`src/rtl/pipelined_adder.sv`:
```
// Pipelined chunked adder/subtractor: one CHUNK-bit slice is summed per stage and the
// carry is registered between stages, with a valid/ready handshake on both ends.
module pipelined_adder #(
    parameter int WIDTH = 32,
    parameter int CHUNK = 8
) (
    input  logic             clk,
    input  logic             rst,
    input  logic             in_valid,
    output logic             in_ready,
    input  logic [WIDTH-1:0] a,
    input  logic [WIDTH-1:0] b,
    input  logic             cin,
    input  logic             sub,
    output logic             out_valid,
    input  logic             out_ready,
    output logic [WIDTH-1:0] sum,
    output logic             cout,
    output logic             ovf
);
    localparam int STAGES = WIDTH / CHUNK;
    localparam int LAST   = STAGES - 1;

    if ((CHUNK < 1) || ((WIDTH % CHUNK) != 0)) begin : g_bad_cfg
        $error("pipelined_adder: WIDTH must be a non-zero multiple of CHUNK");
    end

    logic [STAGES-1:0] valid_q, valid_d;
    logic [STAGES-1:0] carry_q, carry_d;
    logic [WIDTH-1:0]  a_q   [STAGES];
    logic [WIDTH-1:0]  a_d   [STAGES];
    logic [WIDTH-1:0]  b_q   [STAGES];
    logic [WIDTH-1:0]  b_d   [STAGES];
    logic [WIDTH-1:0]  sum_q [STAGES];
    logic [WIDTH-1:0]  sum_d [STAGES];

    logic [STAGES-1:0] stage_ready;
    logic [STAGES-1:0] src_valid;
    logic [STAGES-1:0] src_carry;
    logic [WIDTH-1:0]  src_a   [STAGES];
    logic [WIDTH-1:0]  src_b   [STAGES];
    logic [WIDTH-1:0]  src_sum [STAGES];
    logic [CHUNK:0]    slice;

    // Handshake: a transfer happens on a clock edge where valid && ready are both high.
    // Stage k is ready when it is empty or the stage after it is ready (out_ready past the
    // last stage); unrolled, that is out_ready or any stage from k onward being empty.
    always_comb begin
        for (int k = 0; k < STAGES; k++) begin
            stage_ready[k] = out_ready;
            for (int j = k; j < STAGES; j++) begin
                if (!valid_q[j]) begin
                    stage_ready[k] = 1'b1;
                end
            end
        end
    end

    assign in_ready = stage_ready[0] && !rst;

    always_comb begin
        src_valid[0] = in_valid;
        src_a[0]     = a;
        src_b[0]     = sub ? ~b : b;
        src_sum[0]   = '0;
        src_carry[0] = cin ^ sub;
        for (int k = 1; k < STAGES; k++) begin
            src_valid[k] = valid_q[k-1];
            src_a[k]     = a_q[k-1];
            src_b[k]     = b_q[k-1];
            src_sum[k]   = sum_q[k-1];
            src_carry[k] = carry_q[k-1];
        end
    end

    always_comb begin
        valid_d = valid_q;
        carry_d = carry_q;
        slice   = '0;
        for (int k = 0; k < STAGES; k++) begin
            a_d[k]   = a_q[k];
            b_d[k]   = b_q[k];
            sum_d[k] = sum_q[k];
            slice = {1'b0, src_a[k][k*CHUNK +: CHUNK]} + {1'b0, src_b[k][k*CHUNK +: CHUNK]}
                  + {{CHUNK{1'b0}}, src_carry[k]};
            if (stage_ready[k]) begin
                valid_d[k] = src_valid[k];
                // Data registers only load real operands so idle stages keep their last value.
                if (src_valid[k]) begin
                    a_d[k]   = src_a[k];
                    b_d[k]   = src_b[k];
                    sum_d[k] = src_sum[k];
                    sum_d[k][k*CHUNK +: CHUNK] = slice[CHUNK-1:0];
                    carry_d[k] = slice[CHUNK];
                end
            end
        end
    end

    always_ff @(posedge clk) begin
        if (rst) begin
            valid_q <= '0;
            carry_q <= '0;
            for (int k = 0; k < STAGES; k++) begin
                a_q[k]   <= '0;
                b_q[k]   <= '0;
                sum_q[k] <= '0;
            end
        end else begin
            valid_q <= valid_d;
            carry_q <= carry_d;
            for (int k = 0; k < STAGES; k++) begin
                a_q[k]   <= a_d[k];
                b_q[k]   <= b_d[k];
                sum_q[k] <= sum_d[k];
            end
        end
    end

    assign out_valid = valid_q[LAST];
    assign sum       = sum_q[LAST];
    assign cout      = carry_q[LAST];
    assign ovf       = (a_q[LAST][WIDTH-1] == b_q[LAST][WIDTH-1]) &&
                       (sum_q[LAST][WIDTH-1] != a_q[LAST][WIDTH-1]);

endmodule

```
`config.mk`:
```
export PLATFORM = sky130hd
export DESIGN_NAME = pipelined_adder
export DESIGN_NICKNAME = d
export VERILOG_FILES = /design/src/rtl/pipelined_adder.sv
export SDC_FILE = /design/constraint.sdc
export NUM_CORES = 1
export LEC_CHECK = 0
export BUFFER_PORTS_ARGS = -buffer_cell sky130_fd_sc_hd__buf_4
export CAP_MARGIN = 20
export CORE_MARGIN = 8
export CORE_UTILIZATION = 55
export CTS_BUF_LIST = sky130_fd_sc_hd__clkbuf_16
export DETAILED_ROUTE_END_ITERATION = 7
export GPL_ROUTABILITY_DRIVEN = 0
export PLACE_DENSITY = 0.73
export SLEW_MARGIN = 20
export SYNTH_ARGS = -nofsm -noshare
export SYNTH_HDL_FRONTEND = slang
export SYNTH_SLANG_ARGS = --single-unit
export TNS_END_PERCENT = 30
```
`constraint.sdc`:
```
create_clock -name clk -period 4.89 [get_ports clk]
set_input_delay 0.978 -clock clk [delete_from_list [all_inputs] [get_ports clk]]
set_output_delay 0.978 -clock clk [all_outputs]
set_load 0.02 [all_outputs]
```
# Word-level counts from Yosys, hierarchy flattened
# Memory sizes are Yosys's and may differ from the RTL's.
# Index checks and enable logic that the tools add are counted.
[classes]
add_sub_neg = 8
eq_ne = 2
n_mux = 50
bitwise = 14
reduce_logical = 7
[op_table]
columns = ["cell", "count"]
rows = [
  ["2-to-1 mux 32 bit", 37],
  ["adder 8 x 8 -> 9 bit", 4],
  ["adder 9 x 1 -> 9 bit", 4],
  ["inverter 32 bit", 1],
  ["2-to-1 mux 1 bit", 13],
  ["bitwise OR 1 bit", 12],
  ["AND reduction 2 bit", 4],
  ["logical AND 1 bit", 2],
  ["== test 1 bit", 1],
  ["logical NOT 1 bit", 1],
  ["inequality test 1 bit", 1],
  ["XOR 1 bit", 1],
]
[word_totals]
inputBits = 70
n_memories = 3
ramBits = 384
regBits = 8
elab_cells = 92
out_inout_bits = 36
[mem_list]
columns = ["name", "depth", "word_bits", "read_ports", "rd_clocked_by_memory_dff", "wr", "line_no", "rtl"]
rows = [
  ["a_q", 4, 32, 4, 0, 4, "30", "logic [WIDTH-1:0] a_q [STAGES];"],
  ["b_q", 4, 32, 4, 0, 4, "32", "logic [WIDTH-1:0] b_q [STAGES];"],
  ["sum_q", 4, 32, 4, 0, 4, "34", "logic [WIDTH-1:0] sum_q [STAGES];"],
]

# Logic depth before layout (Yosys ltp)
[logic_depth]
word_depth = 7
mapped_depth = 11
depth_no_buf = 9

# Worst setup path after synthesis
# Ideal clock, no wire load.
[synth_timing]
kind = "input -> register"
start = "in sub"
end = "reg carry_q[0]"
path_buffers = 2
t_arrival_ns = 3.202
setup_slack_ns = 1.585
cell_stages = 11
t_required_ns = 4.787
setup_ns = 0.103
cell_sequence = "clkbuf_1 -> buf_2 -> xor2_1 -> fa_1 -> inv_1 -> fa_1 -> nand2b_1 -> a21oi_1 -> o22ai_1 -> nand2b_1 -> a2111oi_2"
[synth_via]
elab_chain_cells = 3
word_cells_on_any_way = 4
cone_classes = "2 x add/sub; 1 x mux; 1 x bitwise"
[synth_lines]
columns = ["item", "line_no", "rtl"]
rows = [
  ["start: declaration", "14", "input logic sub,"],
  ["2-to-1 mux 32 bit", "64", "src_b[0] = sub ? ~b : b;"],
  ["adder 8 x 8 -> 9 bit", "84", "slice = {1'b0, src_a[k][k*CHUNK +: CHUNK]} + {1'b0, src_b[k][k*CHUNK +: CHUNK]}"],
  ["adder 9 x 1 -> 9 bit (*)", "85", "+ {{CHUNK{1'b0}}, src_carry[k]};"],
  ["end signal: assignment", "111", "carry_q <= carry_d;"],
  ["end: declaration", "29", "logic [STAGES-1:0] carry_q, carry_d;"],
]
# Mark *: on every way between the ends. The rest lies on a longest branch, timed or not.
# A chain may end at the register's enable or synchronous reset.

# Worst setup path after layout
# Same ends and word-level chain as after synthesis.

==> impl_summary.md <==
Yosys
Sorting the synthesized cells by area gives the leading types as dfxtp_1 (46%), nand2_1 (13%), a21oi_1 (9.1%). In this run, distinct cell masters in the synthesized netlist total 53. By count the netlist is led by nand2_1 (272), dfxtp_1 (186), a21oi_1 (148).

The sequential fraction of the synthesis area is 0.460. Of all cell types, the one taking the most synthesized area is dfxtp_1. The area fraction of the dominant cell type after synthesis is 0.460. The leading register cell type out of synthesis is dfxtp_1. The net count after synthesis is between 1k and 1.5k. In the synthesized netlist the async set-or-reset flop fraction comes to 0. Dividing the synthesized area by the synthesized cell count gives 8.30 um2. Synthesis handed over a netlist of ~980 instances. The mapped cell area is slightly above 8000 um2. The most frequent cell after synthesis is nand2_1.

The synthesized design contains 0 enable-type register cells. The flip-flop and latch count after synthesis is 186. The total number of yosys warnings is 0.

GRT
The global-route congestion overflow total is 0. Entering global routing, the biggest net connects 77 pins. For this run, the total global-route usage over all layers was measured as 0.191. The wire length of the first global-routing pass is 29.1 mm. The number of global-route vias before repair is around 6.0k.

The initial antenna violation count is 0.

CTS
Counting along the longest clock path gives a buffer depth of 2. The number of clock buffers added by TritonCTS is 17. The H-tree depth reported by CTS is 4.

The clock insertion delay at the later pin of the skew report is about 0.43 ns. Gates resized during post-CTS repair numbered 0. The number of sinks on the clock net is roughly 190.

After clock tree synthesis, the clock-pin slew on the worst setup and hold paths is approximately 0.070 ns. TritonCTS built the clock tree. The number of setup buffers added after CTS is 0.

The cts-stage hold buffer count is 0. The clock root buffer is clkbuf_16.

Critical path
The required time at the worst-slack endpoint is around 5.2 ns. The reg-to-reg setup timing slack is 2.63 ns. The worst register-to-register path ends at b_q[0][29]$_SDFFE_PP0P_. The critical path arrival is approximately 3.4 ns. The startpoint of the lowest-slack register-to-register path is valid_q[2]$_SDFFE_PP0N_. The number of cell instances on the worst register-to-register path is 5.

The critical path launch point type is a primary input. The worst-path maximum fanout is 33. STA classifies the critical path endpoint as a flip-flop. The category of the critical setup timing path is primary input to flip-flop.

Die
The height of the die is about 140 um. The I/O pin total is ~110. The initial core utilization is 0.559. The row count is between 40 and 50. The horizontal extent of the die is 137 um.

The floorplan step defined a die boundary enclosing ~19000 um2. The placeable core region is 14500 um2.

Detailed routing
Dividing the detail-routed via count by the number of cells gives 5.32. The routed wirelength normalized by instance count is around 14 um. For this block, the via count after detailed routing is between 6k and 7k. For this run, design rule violations remaining after detail routing come to 0. The first detailed-routing pass took 4 iterations.

The post-detailed-route count of antenna-violating nets is 0. After the first detailed-routing iteration, the DRC count stood at between 400 and 500. The detailed-route wire length is between 15 and 20 mm.

Run
The tool flagged a number of max-cap violations equal to 0.

Timing
Setup repair after global routing left no endpoint under its margin. The highest attainable clock frequency is ~0.33 GHz. The clock period minus final worst setup slack is between 3 and 4 ns. Across all hold checks on the routed design, the worst slack comes to around 0.45 ns.

For the pin with the worst max-slew slack, the measured transition is a little over 1 ns. The total count of max-transition violations in the final report is 0. The hold violation total from the final report came to 0.

The post-layout worst setup margin is ~1.9 ns. The max-slew headroom at the worst pin is 0.323. Setup violations remaining at the end of the flow were counted as 0. For the final database, setup skew stands at around 0.010 ns. The portion of the clock cycle consumed by the worst path in the final layout is 0.619. Setup total negative slack on the finished layout was measured at 0 ns.

Worst hold path
The worst hold path passes through 2 cells. The capture endpoint of the worst hold path is sum_q[3][15]$_SDFFE_PP0P_. The source of the worst hold timing path is sum_q[2][15]$_SDFFE_PP0P_. The kind of path behind the tightest hold check is flip-flop to flip-flop.

Power and ir drop
The reported leakage power is 3.67 nW. IR analysis of the VDD net gives a maximum drop of about 0.27 mV. The power per standard cell area is 337 nW/um2.

Layout
The antenna diode instance count is 0. Leaving out filler cells and counting taps, the final layout contains 1242. The count of filler cells inserted in the layout is 1287.

The share of cells above drive strength 1 is 0.158. Relative to the synthesized area, the layout overhead comes to 17.1%. The net count reported at finish is approximately 1.2k.

The sequential cell area is 3720 um2. The area taken by multi-input logic gates is 4040 um2.

Placement
The number of placed instances, taps included, is 1209. The number of buffer cells added on primary ports is around 110. Summed over all nets, the half-perimeter wirelength after detailed placement is roughly 12 mm.

OpenSTA, run right after detailed placement, puts the worst setup slack at about 1.4 ns.

Status
The run finished with clean final reports.
-- placed cells by master (no fill, tap or decap), types with 6 or more instances in the layout --
master / count
a211oi_1: 22
a211oi_2: 17
a21o_1: 7
a21oi_1: 148
buf_4: 114
clkbuf_16: 17
dfxtp_1: 186
fa_1: 8
ha_1: 28
inv_1: 15
nand2_1: 272
nand2b_1: 6
nand3_1: 11
nor2_1: 49
nor3_1: 9
nor4b_1: 7
o21ai_0: 25
or4_1: 7
xnor2_1: 27
xor2_1: 10
-- logic make-up after synthesis --
logic type	synth area share
AO/OA/AOI/OAI	0.189
XOR/XNOR	0.0400
adder cells (fa/ha/maj)	0.0631
buffers and inverters	0.0431
flip-flops	0.460
multiplexers	0.00247
AND/OR/NAND/NOR	0.202
-- per-stage QoR --
stage          total power, mW   util  cell area, um2
2_1_floorplan             1.86      -            8100
3_3_place_gp              1.97  0.615            8910
3_5_place_dp              1.97  0.615            8910
4_1_cts                   3.22  0.652            9450
5_1_grt                   3.33  0.655            9480
6_report                  3.20  0.655            9480
-- layer usage --
metal | wire (um) | GRT usage
met3 | 972 | 0.0423
met5 | 0 | 0
met1 | 9130 | 0.284
met2 | 7080 | 0.266
met4 | 214 | 0.0634
-- power by group --
group          internal (mW)  leakage, nW  switching, mW  total [mW]
logic                  0.146         1.89          0.189       0.335
clock network          0.691        0.268          0.567        1.26
registers               1.57         1.52         0.0352        1.61
total                   2.41         3.67          0.791        3.20
-- worst max-delay path, stage by stage --
cell       delay (ns)
buf_4            0.41
xor2_1           0.23
fa_1             0.25
inv_1            0.06
fa_1             0.40
nand2b_1         0.18
a21oi_1          0.21
o22ai_1          0.14
nand2b_1         0.19
a2111oi_2        0.30
-- state kept, by name (all words and copies together), names as in the netlist --
register / cells
sum_q: 80
carry_q: 4
a_q: 49
valid_q: 4
b_q: 49
-- cell type report --
cell class | instances | share of cell area
Clock inverter | 14 | 0.0119
Multi-Input combinational cell | 711 | 0.426
Inverter | 13 | 0.00515
Clock buffer | 17 | 0.0449
Tap cell | 184 | 0.0243
Sequential cell | 186 | 0.393
Timing Repair Buffer | 117 | 0.0951
-- how the worst max path moves through the flow --
stage | from | to | slack (ns) | cells after the start
2_1_floorplan | sub | carry_q[0]$_SDFFE_PP0P_ | 1.58 | 11
3_3_place_gp | sub | carry_q[0]$_SDFFE_PP0P_ | 1.52 | 10
3_5_place_dp | sub | carry_q[0]$_SDFFE_PP0P_ | 1.40 | 10
4_1_cts | sub | carry_q[0]$_SDFFE_PP0P_ | 1.84 | 10
5_1_grt | sub | carry_q[0]$_SDFFE_PP0P_ | 1.62 | 10
6_report | sub | carry_q[0]$_SDFFE_PP0P_ | 1.86 | 10
(Power assumes the default switching activity.)
